$ cat src/rtl/gtx_1000x_reset_ctrl_if.sv
// Control/status bundle between the GTX reset sequencer and the 1000BASE-X wrapper/PCS.
// master = sequencer side (drives GTX resets and link status), slave = wrapper/PCS side.
interface gtx_1000x_reset_ctrl_if #(
  parameter int RETRY_W = 4
);
  logic               soft_reset_i;
  logic               plllkdet_i;
  logic               dcm_locked_i;
  logic               resetdone_i;
  logic               rxbuferr_i;
  logic               txbuferr_i;
  logic               gtreset_o;
  logic               pmareset_o;
  logic               txreset_o;
  logic               rxreset_o;
  logic               link_ready_o;
  logic [2:0]         state_o;
  logic [RETRY_W-1:0] retry_cnt_o;

  modport master (
    input  soft_reset_i, plllkdet_i, dcm_locked_i, resetdone_i, rxbuferr_i, txbuferr_i,
    output gtreset_o, pmareset_o, txreset_o, rxreset_o, link_ready_o, state_o, retry_cnt_o
  );

  modport slave (
    output soft_reset_i, plllkdet_i, dcm_locked_i, resetdone_i, rxbuferr_i, txbuferr_i,
    input  gtreset_o, pmareset_o, txreset_o, rxreset_o, link_ready_o, state_o, retry_cnt_o
  );
endinterface

$ cat src/rtl/gtx_1000x_reset_ctrl.sv
// GTX 1000BASE-X reset/initialisation sequencer with lock/done timeouts and buffer-fault recovery.
// Status inputs pass a 2-flop synchroniser (2 clk to decision); outputs are registered with the state.
module gtx_1000x_reset_ctrl #(
  parameter int GTRESET_CYCLES   = 16,
  parameter int PLL_TIMEOUT      = 65536,
  parameter int USR_RESET_CYCLES = 8,
  parameter int DONE_TIMEOUT     = 16384,
  parameter int RXREC_CYCLES     = 8,
  parameter int CNT_W            = 17,
  parameter int RETRY_W          = 4
) (
  input logic                   clk,
  input logic                   resetn,
  gtx_1000x_reset_ctrl_if.master bus
);

  typedef enum logic [2:0] {
    GT_RESET   = 3'd1,
    WAIT_PLL   = 3'd2,
    WAIT_DCM   = 3'd3,
    USR_RESET  = 3'd4,
    WAIT_DONE  = 3'd5,
    READY      = 3'd6,
    RX_RECOVER = 3'd7
  } state_t;

  localparam logic [CNT_W-1:0]   GT_LAST   = CNT_W'(GTRESET_CYCLES - 1);
  localparam logic [CNT_W-1:0]   PLL_LAST  = CNT_W'(PLL_TIMEOUT - 1);
  localparam logic [CNT_W-1:0]   USR_LAST  = CNT_W'(USR_RESET_CYCLES - 1);
  localparam logic [CNT_W-1:0]   DONE_LAST = CNT_W'(DONE_TIMEOUT - 1);
  localparam logic [CNT_W-1:0]   RXR_LAST  = CNT_W'(RXREC_CYCLES - 1);
  localparam logic [RETRY_W-1:0] RETRY_MAX = '1;

  logic [4:0]         meta;
  logic [4:0]         sync;
  logic               pll, dcm, done, rxerr, txerr;
  state_t             state, state_nxt;
  logic [CNT_W-1:0]   timer;
  logic [RETRY_W-1:0] retry_cnt;
  logic               retry_inc;
  logic               entry;
  logic               gtreset, txreset, rxreset, link_ready;

  always_ff @(posedge clk or negedge resetn) begin
    if (!resetn) begin
      meta <= '0;
      sync <= '0;
    end else begin
      meta <= {bus.plllkdet_i, bus.dcm_locked_i, bus.resetdone_i, bus.rxbuferr_i, bus.txbuferr_i};
      sync <= meta;
    end
  end

  assign {pll, dcm, done, rxerr, txerr} = sync;

  always_comb begin
    state_nxt = state;
    retry_inc = 1'b0;
    case (state)
      GT_RESET:   if (timer == GT_LAST) state_nxt = WAIT_PLL;
      WAIT_PLL: begin
        if (pll) begin
          state_nxt = WAIT_DCM;
        end else if (timer == PLL_LAST) begin
          state_nxt = GT_RESET;
          retry_inc = 1'b1;
        end
      end
      WAIT_DCM: begin
        // Losing PLL lock here is a restart, not a timeout, so it is not counted.
        if (!pll) begin
          state_nxt = GT_RESET;
        end else if (dcm) begin
          state_nxt = USR_RESET;
        end else if (timer == PLL_LAST) begin
          state_nxt = GT_RESET;
          retry_inc = 1'b1;
        end
      end
      USR_RESET:  if (timer == USR_LAST) state_nxt = WAIT_DONE;
      WAIT_DONE: begin
        if (done) begin
          state_nxt = READY;
        end else if (timer == DONE_LAST) begin
          state_nxt = GT_RESET;
          retry_inc = 1'b1;
        end
      end
      READY: begin
        if (!pll || !dcm)  state_nxt = GT_RESET;
        else if (txerr)    state_nxt = USR_RESET;
        else if (rxerr)    state_nxt = RX_RECOVER;
      end
      RX_RECOVER: begin
        if (!pll || !dcm)          state_nxt = GT_RESET;
        else if (timer == RXR_LAST) state_nxt = WAIT_DONE;
      end
      default:    state_nxt = GT_RESET;
    endcase
    if (bus.soft_reset_i) begin
      state_nxt = GT_RESET;
      retry_inc = 1'b0;
    end
  end

  // A soft reset while already in GT_RESET still counts as a fresh entry.
  assign entry = bus.soft_reset_i || (state_nxt != state);

  always_ff @(posedge clk or negedge resetn) begin
    if (!resetn) begin
      state      <= GT_RESET;
      timer      <= '0;
      retry_cnt  <= '0;
      gtreset    <= 1'b1;
      txreset    <= 1'b1;
      rxreset    <= 1'b1;
      link_ready <= 1'b0;
    end else begin
      state      <= state_nxt;
      timer      <= entry ? '0 : timer + CNT_W'(1);
      if (retry_inc && retry_cnt != RETRY_MAX) retry_cnt <= retry_cnt + RETRY_W'(1);
      gtreset    <= (state_nxt == GT_RESET);
      txreset    <= state_nxt inside {GT_RESET, WAIT_PLL, WAIT_DCM, USR_RESET};
      rxreset    <= state_nxt inside {GT_RESET, WAIT_PLL, WAIT_DCM, USR_RESET, RX_RECOVER};
      link_ready <= (state_nxt == READY);
    end
  end

  assign bus.gtreset_o    = gtreset;
  assign bus.pmareset_o   = gtreset;
  assign bus.txreset_o    = txreset;
  assign bus.rxreset_o    = rxreset;
  assign bus.link_ready_o = link_ready;
  assign bus.state_o      = state;
  assign bus.retry_cnt_o  = retry_cnt;

endmodule

$ cat src/flat_wrapper.sv
// flat-port wrapper written by rule: the top's interface ports become plain ports
module gtx_1000x_reset_ctrl_flat 
#(
  parameter int GTRESET_CYCLES   = 16,
  parameter int PLL_TIMEOUT      = 65536,
  parameter int USR_RESET_CYCLES = 8,
  parameter int DONE_TIMEOUT     = 16384,
  parameter int RXREC_CYCLES     = 8,
  parameter int CNT_W            = 17,
  parameter int RETRY_W          = 4
)
  (clk, resetn, bus_soft_reset_i, bus_plllkdet_i, bus_dcm_locked_i, bus_resetdone_i, bus_rxbuferr_i, bus_txbuferr_i, bus_gtreset_o, bus_pmareset_o, bus_txreset_o, bus_rxreset_o, bus_link_ready_o, bus_state_o, bus_retry_cnt_o);
  gtx_1000x_reset_ctrl_if #(.RETRY_W(RETRY_W)) bus_i ();
  input logic clk;
  input logic resetn;
  input wire logic [$bits(bus_i.soft_reset_i)-1:0] bus_soft_reset_i;
  input wire logic [$bits(bus_i.plllkdet_i)-1:0] bus_plllkdet_i;
  input wire logic [$bits(bus_i.dcm_locked_i)-1:0] bus_dcm_locked_i;
  input wire logic [$bits(bus_i.resetdone_i)-1:0] bus_resetdone_i;
  input wire logic [$bits(bus_i.rxbuferr_i)-1:0] bus_rxbuferr_i;
  input wire logic [$bits(bus_i.txbuferr_i)-1:0] bus_txbuferr_i;
  output wire logic [$bits(bus_i.gtreset_o)-1:0] bus_gtreset_o;
  output wire logic [$bits(bus_i.pmareset_o)-1:0] bus_pmareset_o;
  output wire logic [$bits(bus_i.txreset_o)-1:0] bus_txreset_o;
  output wire logic [$bits(bus_i.rxreset_o)-1:0] bus_rxreset_o;
  output wire logic [$bits(bus_i.link_ready_o)-1:0] bus_link_ready_o;
  output wire logic [$bits(bus_i.state_o)-1:0] bus_state_o;
  output wire logic [$bits(bus_i.retry_cnt_o)-1:0] bus_retry_cnt_o;
  assign bus_i.soft_reset_i = bus_soft_reset_i;
  assign bus_i.plllkdet_i = bus_plllkdet_i;
  assign bus_i.dcm_locked_i = bus_dcm_locked_i;
  assign bus_i.resetdone_i = bus_resetdone_i;
  assign bus_i.rxbuferr_i = bus_rxbuferr_i;
  assign bus_i.txbuferr_i = bus_txbuferr_i;
  assign bus_gtreset_o = bus_i.gtreset_o;
  assign bus_pmareset_o = bus_i.pmareset_o;
  assign bus_txreset_o = bus_i.txreset_o;
  assign bus_rxreset_o = bus_i.rxreset_o;
  assign bus_link_ready_o = bus_i.link_ready_o;
  assign bus_state_o = bus_i.state_o;
  assign bus_retry_cnt_o = bus_i.retry_cnt_o;
  gtx_1000x_reset_ctrl #(.GTRESET_CYCLES(GTRESET_CYCLES), .PLL_TIMEOUT(PLL_TIMEOUT), .USR_RESET_CYCLES(USR_RESET_CYCLES), .DONE_TIMEOUT(DONE_TIMEOUT), .RXREC_CYCLES(RXREC_CYCLES), .CNT_W(CNT_W), .RETRY_W(RETRY_W)) u_core (.clk(clk), .resetn(resetn), .bus(bus_i));
endmodule
$ cat config.mk
export PLATFORM = sky130hd
export DESIGN_NAME = gtx_1000x_reset_ctrl_flat
export DESIGN_NICKNAME = d
export VERILOG_FILES = /design/src/rtl/gtx_1000x_reset_ctrl_if.sv /design/src/rtl/gtx_1000x_reset_ctrl.sv /design/src/flat_wrapper.sv
export SDC_FILE = /design/constraint.sdc
export NUM_CORES = 1
export LEC_CHECK = 0
export BUFFER_PORTS_ARGS = -buffer_cell sky130_fd_sc_hd__buf_4
export CAP_MARGIN = 20
export CORE_MARGIN = 1.5
export CORE_UTILIZATION = 45
export DETAILED_ROUTE_END_ITERATION = 10
export PLACE_DENSITY = 0.75
export SLEW_MARGIN = 20
export SYNTH_ARGS = -nofsm -noshare
export SYNTH_HDL_FRONTEND = slang
export SYNTH_SLANG_ARGS = --single-unit
$ cat constraint.sdc
create_clock -name clk -period 4.25 [get_ports clk]
set_clock_uncertainty 0.15 [all_clocks]
set_input_delay 0.425 -clock clk [delete_from_list [all_inputs] [get_ports clk]]
set_output_delay 0.425 -clock clk [all_outputs]
set_load 0.05 [all_outputs]
Word level (Yosys, flattened, before mapping):

Cells that the tools add are included.

* bits in registers: 38
* output and inout bits: 12
* logic and storage cells: 60

* add/sub/neg operators: 2
* equal/unequal tests: 19
* muxes and demuxes: 23
* reductions and logical operators: 7

Operator list (number)
* 2-to-1 mux 3 bit: 13
* equality test 3 bit, second input constant: 7
* one-hot mux 3 bit (7 select lines): 1
* adder 17 x 1 -> 17 bit, second input constant: 1
* equality test 17 x 14 -> 1 bit, second input constant: 1
* equality test 17 x 16 -> 1 bit, second input constant: 1
* equality test 17 x 3 -> 1 bit, second input constant: 1
* equality test 17 x 4 -> 1 bit, second input constant: 1
* 2-to-1 mux 17 bit: 1
* equality test 3 x 2 -> 1 bit, second input constant: 4
* 2-to-1 mux 1 bit: 7
* equality test 3 x 1 -> 1 bit, second input constant: 2
* nonzero test 5 bit: 1
* adder 4 x 1 -> 4 bit, second input constant: 1
* inequality test 4 bit, second input constant: 1
* nonzero test 4 bit: 1
* inequality test 3 bit: 1
* one-hot mux 1 bit (3 select lines): 1
* logical NOT 1 bit: 2
* logical OR 1 bit: 2
* logical AND 1 bit: 1

Depth between registers and ports, before layout:

* word-level depth: 9
* mapped depth: 12
* gate-level depth less buffers: 11

Worst setup path after synthesis:

No wires, ideal clock.

* path kind: register -> register
* start point: register u_core.timer[6]
* end point: register u_core.timer[0]
* setup time: 0.129 ns
* data arrival time: 2.964 ns
* setup slack: 1.007 ns
* cell stages (with the launch flop): 13
* buffers on the path: 1
* period minus slack after synthesis: 3.243 ns
* cells stage by stage: dfrtp_1 and4_1 nand4_1 nor3_1 and3_1 ha_1 o21ai_1 and4_1 or4_4 o31a_4 mux2i_4 buf_8 nor4_2

* cells in the longest elaborated chain, start to end: 9
* elaborated cells on any way between the ends: 18
* those cells by class: eq/ne (5); mux (12); reduce/logical (1)

RTL lines
* start, declared: line gtx_1000x_reset_ctrl.sv:38 `logic [CNT_W-1:0] timer;`
* start signal, assigned: line gtx_1000x_reset_ctrl.sv:120 `timer <= entry ? '0 : timer + CNT_W'(1);`
* equality test 17 x 16 -> 1 bit: line gtx_1000x_reset_ctrl.sv:64, gtx_1000x_reset_ctrl.sv:75
* 2-to-1 mux 3 bit: line gtx_1000x_reset_ctrl.sv:64, gtx_1000x_reset_ctrl.sv:75
* 2-to-1 mux 3 bit: line gtx_1000x_reset_ctrl.sv:73 `end else if (dcm) begin`
* 2-to-1 mux 3 bit: line gtx_1000x_reset_ctrl.sv:71 `if (!pll) begin`
* one-hot mux 3 bit (7 select lines) *: line gtx_1000x_reset_ctrl.sv:59 `case (state)`
* 2-to-1 mux 3 bit *: line gtx_1000x_reset_ctrl.sv:100 `if (bus.soft_reset_i) begin`
* net u_core.state_nxt[1]: line gtx_1000x_reset_ctrl.sv:37 `state_t state, state_nxt;`
* inequality test 3 bit *: line gtx_1000x_reset_ctrl.sv:107 `assign entry = bus.soft_reset_i || (state_nxt != state);`
* logical OR 1 bit *: line gtx_1000x_reset_ctrl.sv:107
* 2-to-1 mux 17 bit *: line gtx_1000x_reset_ctrl.sv:120

The timed path passes the listed nets; every way through them passes the cells marked *.
A chain may end at the register's enable or synchronous reset.

Worst setup path after layout:

* start point: register u_core.timer[0]
* end point: register u_core.timer[4]

Same word-level chain as after synthesis.

==> results.json <==
{
  "crit_family": "simple AND/OR/NAND/NOR gates",
  "cp_cell_sequence": "ha_1 > nand3_1 > nor3_1 > and3_1 > ha_1 > o21ai_1 > and4_1 > or4_4 > o31a_4 > mux2i_4 > nor4_1",
  "syn_inst": 178,
  "die_x_um": 69.32,
  "antenna_found_initial": 0,
  "critPathArrivalTime_ns": 3.79,
  "critical_path_buf_inv_count": 0,
  "cts-buffers-inserted": 5,
  "worstPathMaxFanout": 17,
  "postCtsSetupBuffers": 0,
  "clock-root-buffer": "clkbuf_8",
  "cts_sinks": 38,
  "rsz0062_at_grt": "no",
  "peakVddDrop_mv": 0.2104,
  "core_mm2": 0.004115,
  "num-fill-cells": 363,
  "clk_pin_slew_worst_paths_ns": 0.07,
  "drtPass1Iterations": 5,
  "ctsHtreeMaxLevel": 2,
  "drv_slew": 0,
  "cp_data_required_time_ns": 4.24,
  "io_pins": 20,
  "cp_common_cell": "ha_1",
  "hp-class": "input port to flop",
  "fmaxAchievable_mhz": 263.7,
  "reg2reg_from": "u_core.timer[0]",
  "grt_max_degree": 39,
  "syn_area_mm2": 0.001979,
  "crit_type": "flop to flop",
  "synth.distinct_cells": 49,
  "cap_violations": 0,
  "ys_seq_area_share_pct": 48.29,
  "slowest_stage": "mux2i_4",
  "routabilityCongestion": 0.8941,
  "fin_crit_ns": 3.793,
  "grt_pass1_vias": 1458,
  "synth_edf_count": 0,
  "cts_tree": "yes",
  "rrSetupSlack_ns": 0.46,
  "power_density_mw_per_mm2": 317.2,
  "finalNetCount": 210,
  "dp_hpwl_um": 2667,
  "seq_area_um2": 955.9,
  "clk_latency_ns": 0.29,
  "final_cell_mix": "34 x dfrtp_1, 20 x buf_4, 13 x nand2_1",
  "hold_start": "bus_resetdone_i",
  "die_area_mm2": 0.004805,
  "setup_viol": 0,
  "yosysWarnings": 0,
  "relSlewSlack_pct": 51.12,
  "outcome": "finished, final reports clean",
  "drt-wirelength-per-cell_um": 15.18,
  "syn2layout_area_growth_pct": 14.16,
  "multi_input_area_um2": 953.4,
  "placedCellCount": 241,
  "r2r_cells": 11,
  "synth_area_per_cell_um2": 11.12,
  "drc": 0,
  "worstSetupStartpointType": "flop",
  "fin_crit_sh_pct": 89.24,
  "leakage_uw": 0.0009307,
  "via_count": 1456,
  "grt-ovfl-total": 0,
  "port_buffers": 19,
  "via_per_inst": 5.824,
  "grt_use_total_pct": 17.86,
  "final_common_cell": "dfrtp_1",
  "routed_wl_um": 3795,
  "final_cells": 250,
  "worst_pin_slew_ns": 0.7179,
  "hold_slack_ns": 0.08233,
  "hold_viol": 0,
  "ctsLongestPathBuffers": 2,
  "slowest_delay_ns": 0.56,
  "insertedDiodeCount": 0,
  "fin_setup_tns_ns": 0,
  "synthFlopType": "dfrtp_1",
  "drtAntennaViolNets": 0,
  "die_h_um": 69.32,
  "ys_ff_latch": 38,
  "hold_depth": 1,
  "first_iter_violations": 140,
  "cp-end-kind": "flop",
  "rows": 23,
  "syn-num-nets": 189,
  "r2r-end": "u_core.timer[4]",
  "start_util_pct": 48.10,
  "drive_gt1_share_pct": 25.00,
  "synth-async-reset-ratio_pct": 100.0,
  "cts_resized": 0,
  "grt_pass1_wl_um": 6941,
  "holdPathEnd": "u_core.meta[2]"
}
[timing repair]
action,CTS,global route
endpoints found under the setup margin,0,0
hold buffers,1,0
hold endpoints to repair,34,0
[worst reg2reg max path: stages (launching register included)]
cell	delay (ns)
dfrtp_1	0.39
ha_1	0.24
nand3_1	0.18
nor3_1	0.40
and3_1	0.21
ha_1	0.20
o21ai_1	0.07
and4_1	0.20
or4_4	0.50
o31a_4	0.37
mux2i_4	0.56
nor4_1	0.16
[worst max-delay path by stage]
stage | to | from | cells after the start
4_1_cts | u_core.timer[7] | u_core.timer[0] | 11
3_3_place_gp | u_core.timer[6] | u_core.timer[0] | 11
5_1_grt | u_core.timer[7] | u_core.timer[0] | 11
3_5_place_dp | u_core.timer[7] | u_core.timer[0] | 11
6_report | u_core.timer[4] | u_core.timer[0] | 11
2_1_floorplan | u_core.timer[0] | u_core.timer[6] | 12
[cell usage after synthesis, drive strengths merged (3+ instances only)]
library cell / instances / area, µm²
and3: 3 / 18.77
and4: 4 / 35.03
buf: 5 / 43.79
dfrtp: 34 / 850.8
dfstp: 4 / 105.1
ha: 3 / 37.54
inv: 5 / 18.77
mux2i: 3 / 42.54
nand2: 13 / 48.80
nand2b: 4 / 25.02
nand3: 6 / 30.03
nand4: 7 / 43.79
nor2: 7 / 28.78
nor3: 9 / 55.05
nor4: 17 / 156.4
nor4b: 5 / 43.79
o21ai: 5 / 25.02
xnor2: 12 / 105.1
xor2: 6 / 52.55
[stage by stage]
stage | instance area (µm²) | total power (µW) | worst slack (ns) | util [%]
6_report | 2260 | 716.8 | 0.4573 | 54.91
2_1_floorplan | 1979 | 406.2 | 1.007 | -
5_1_grt | 2260 | 741.6 | 0.1733 | 54.91
3_5_place_dp | 2141 | 425.5 | 0.4479 | 52.02
4_1_cts | 2260 | 722.9 | 0.4416 | 54.91
3_3_place_gp | 2141 | 424.4 | 0.5446 | 52.02
[layer usage]
metal | routed length (µm) | global-route usage (%) | part of all wire (%) | vias up
met4 | 61 | 8.061 | 1.6 | 0
met3 | 174 | 3.052 | 4.6 | 6
li1 | - | - | - | 703
met5 | 0 | 0 | 0 | -
met2 | 1723 | 27.03 | 45 | 35
met1 | 1836 | 25.02 | 48 | 712
[layout make-up]
| class | instances | area share, % |
|---|---|---|
| clock buffer | 5 | 3.045 |
| clock inverter | 3 | 1.772 |
| inverter | 5 | 0.8306 |
| multi-input combinational | 128 | 42.19 |
| sequential | 38 | 42.30 |
| tap | 50 | 2.769 |
| timing repair buffer | 21 | 7.087 |
[power breakdown]
group	internal [µW]	switching, µW
Sequential	371	7.08
Clock	173	125
Combinational	17.0	24.3
[state kept, by name (all words and copies together) (netlist names)]
| register | count |
|---|---|
| u_core.sync | 5 |
| u_core.bus.txreset_o | 1 |
| u_core.bus.gtreset_o | 1 |
| u_core.bus.retry_cnt_o | 4 |
| u_core.bus.link_ready_o | 1 |
| u_core.bus.rxreset_o | 1 |
| u_core.timer | 17 |
| u_core.meta | 5 |
| u_core.bus.state_o | 3 |
[logic make-up after synthesis]
| kind of cell | Yosys count | share of synthesized area [%] |
|---|---|---|
| flip-flops | 38 | 48.29 |
| multiplexers | 4 | 2.718 |
| AO/OA/AOI/OAI | 16 | 6.385 |
| buffers and inverters | 12 | 3.540 |
| AND/OR/NAND/NOR | 87 | 29.20 |
| adder cells (fa/ha/maj) | 3 | 1.897 |
| XOR/XNOR | 18 | 7.965 |
(Power assumes the default switching activity.)
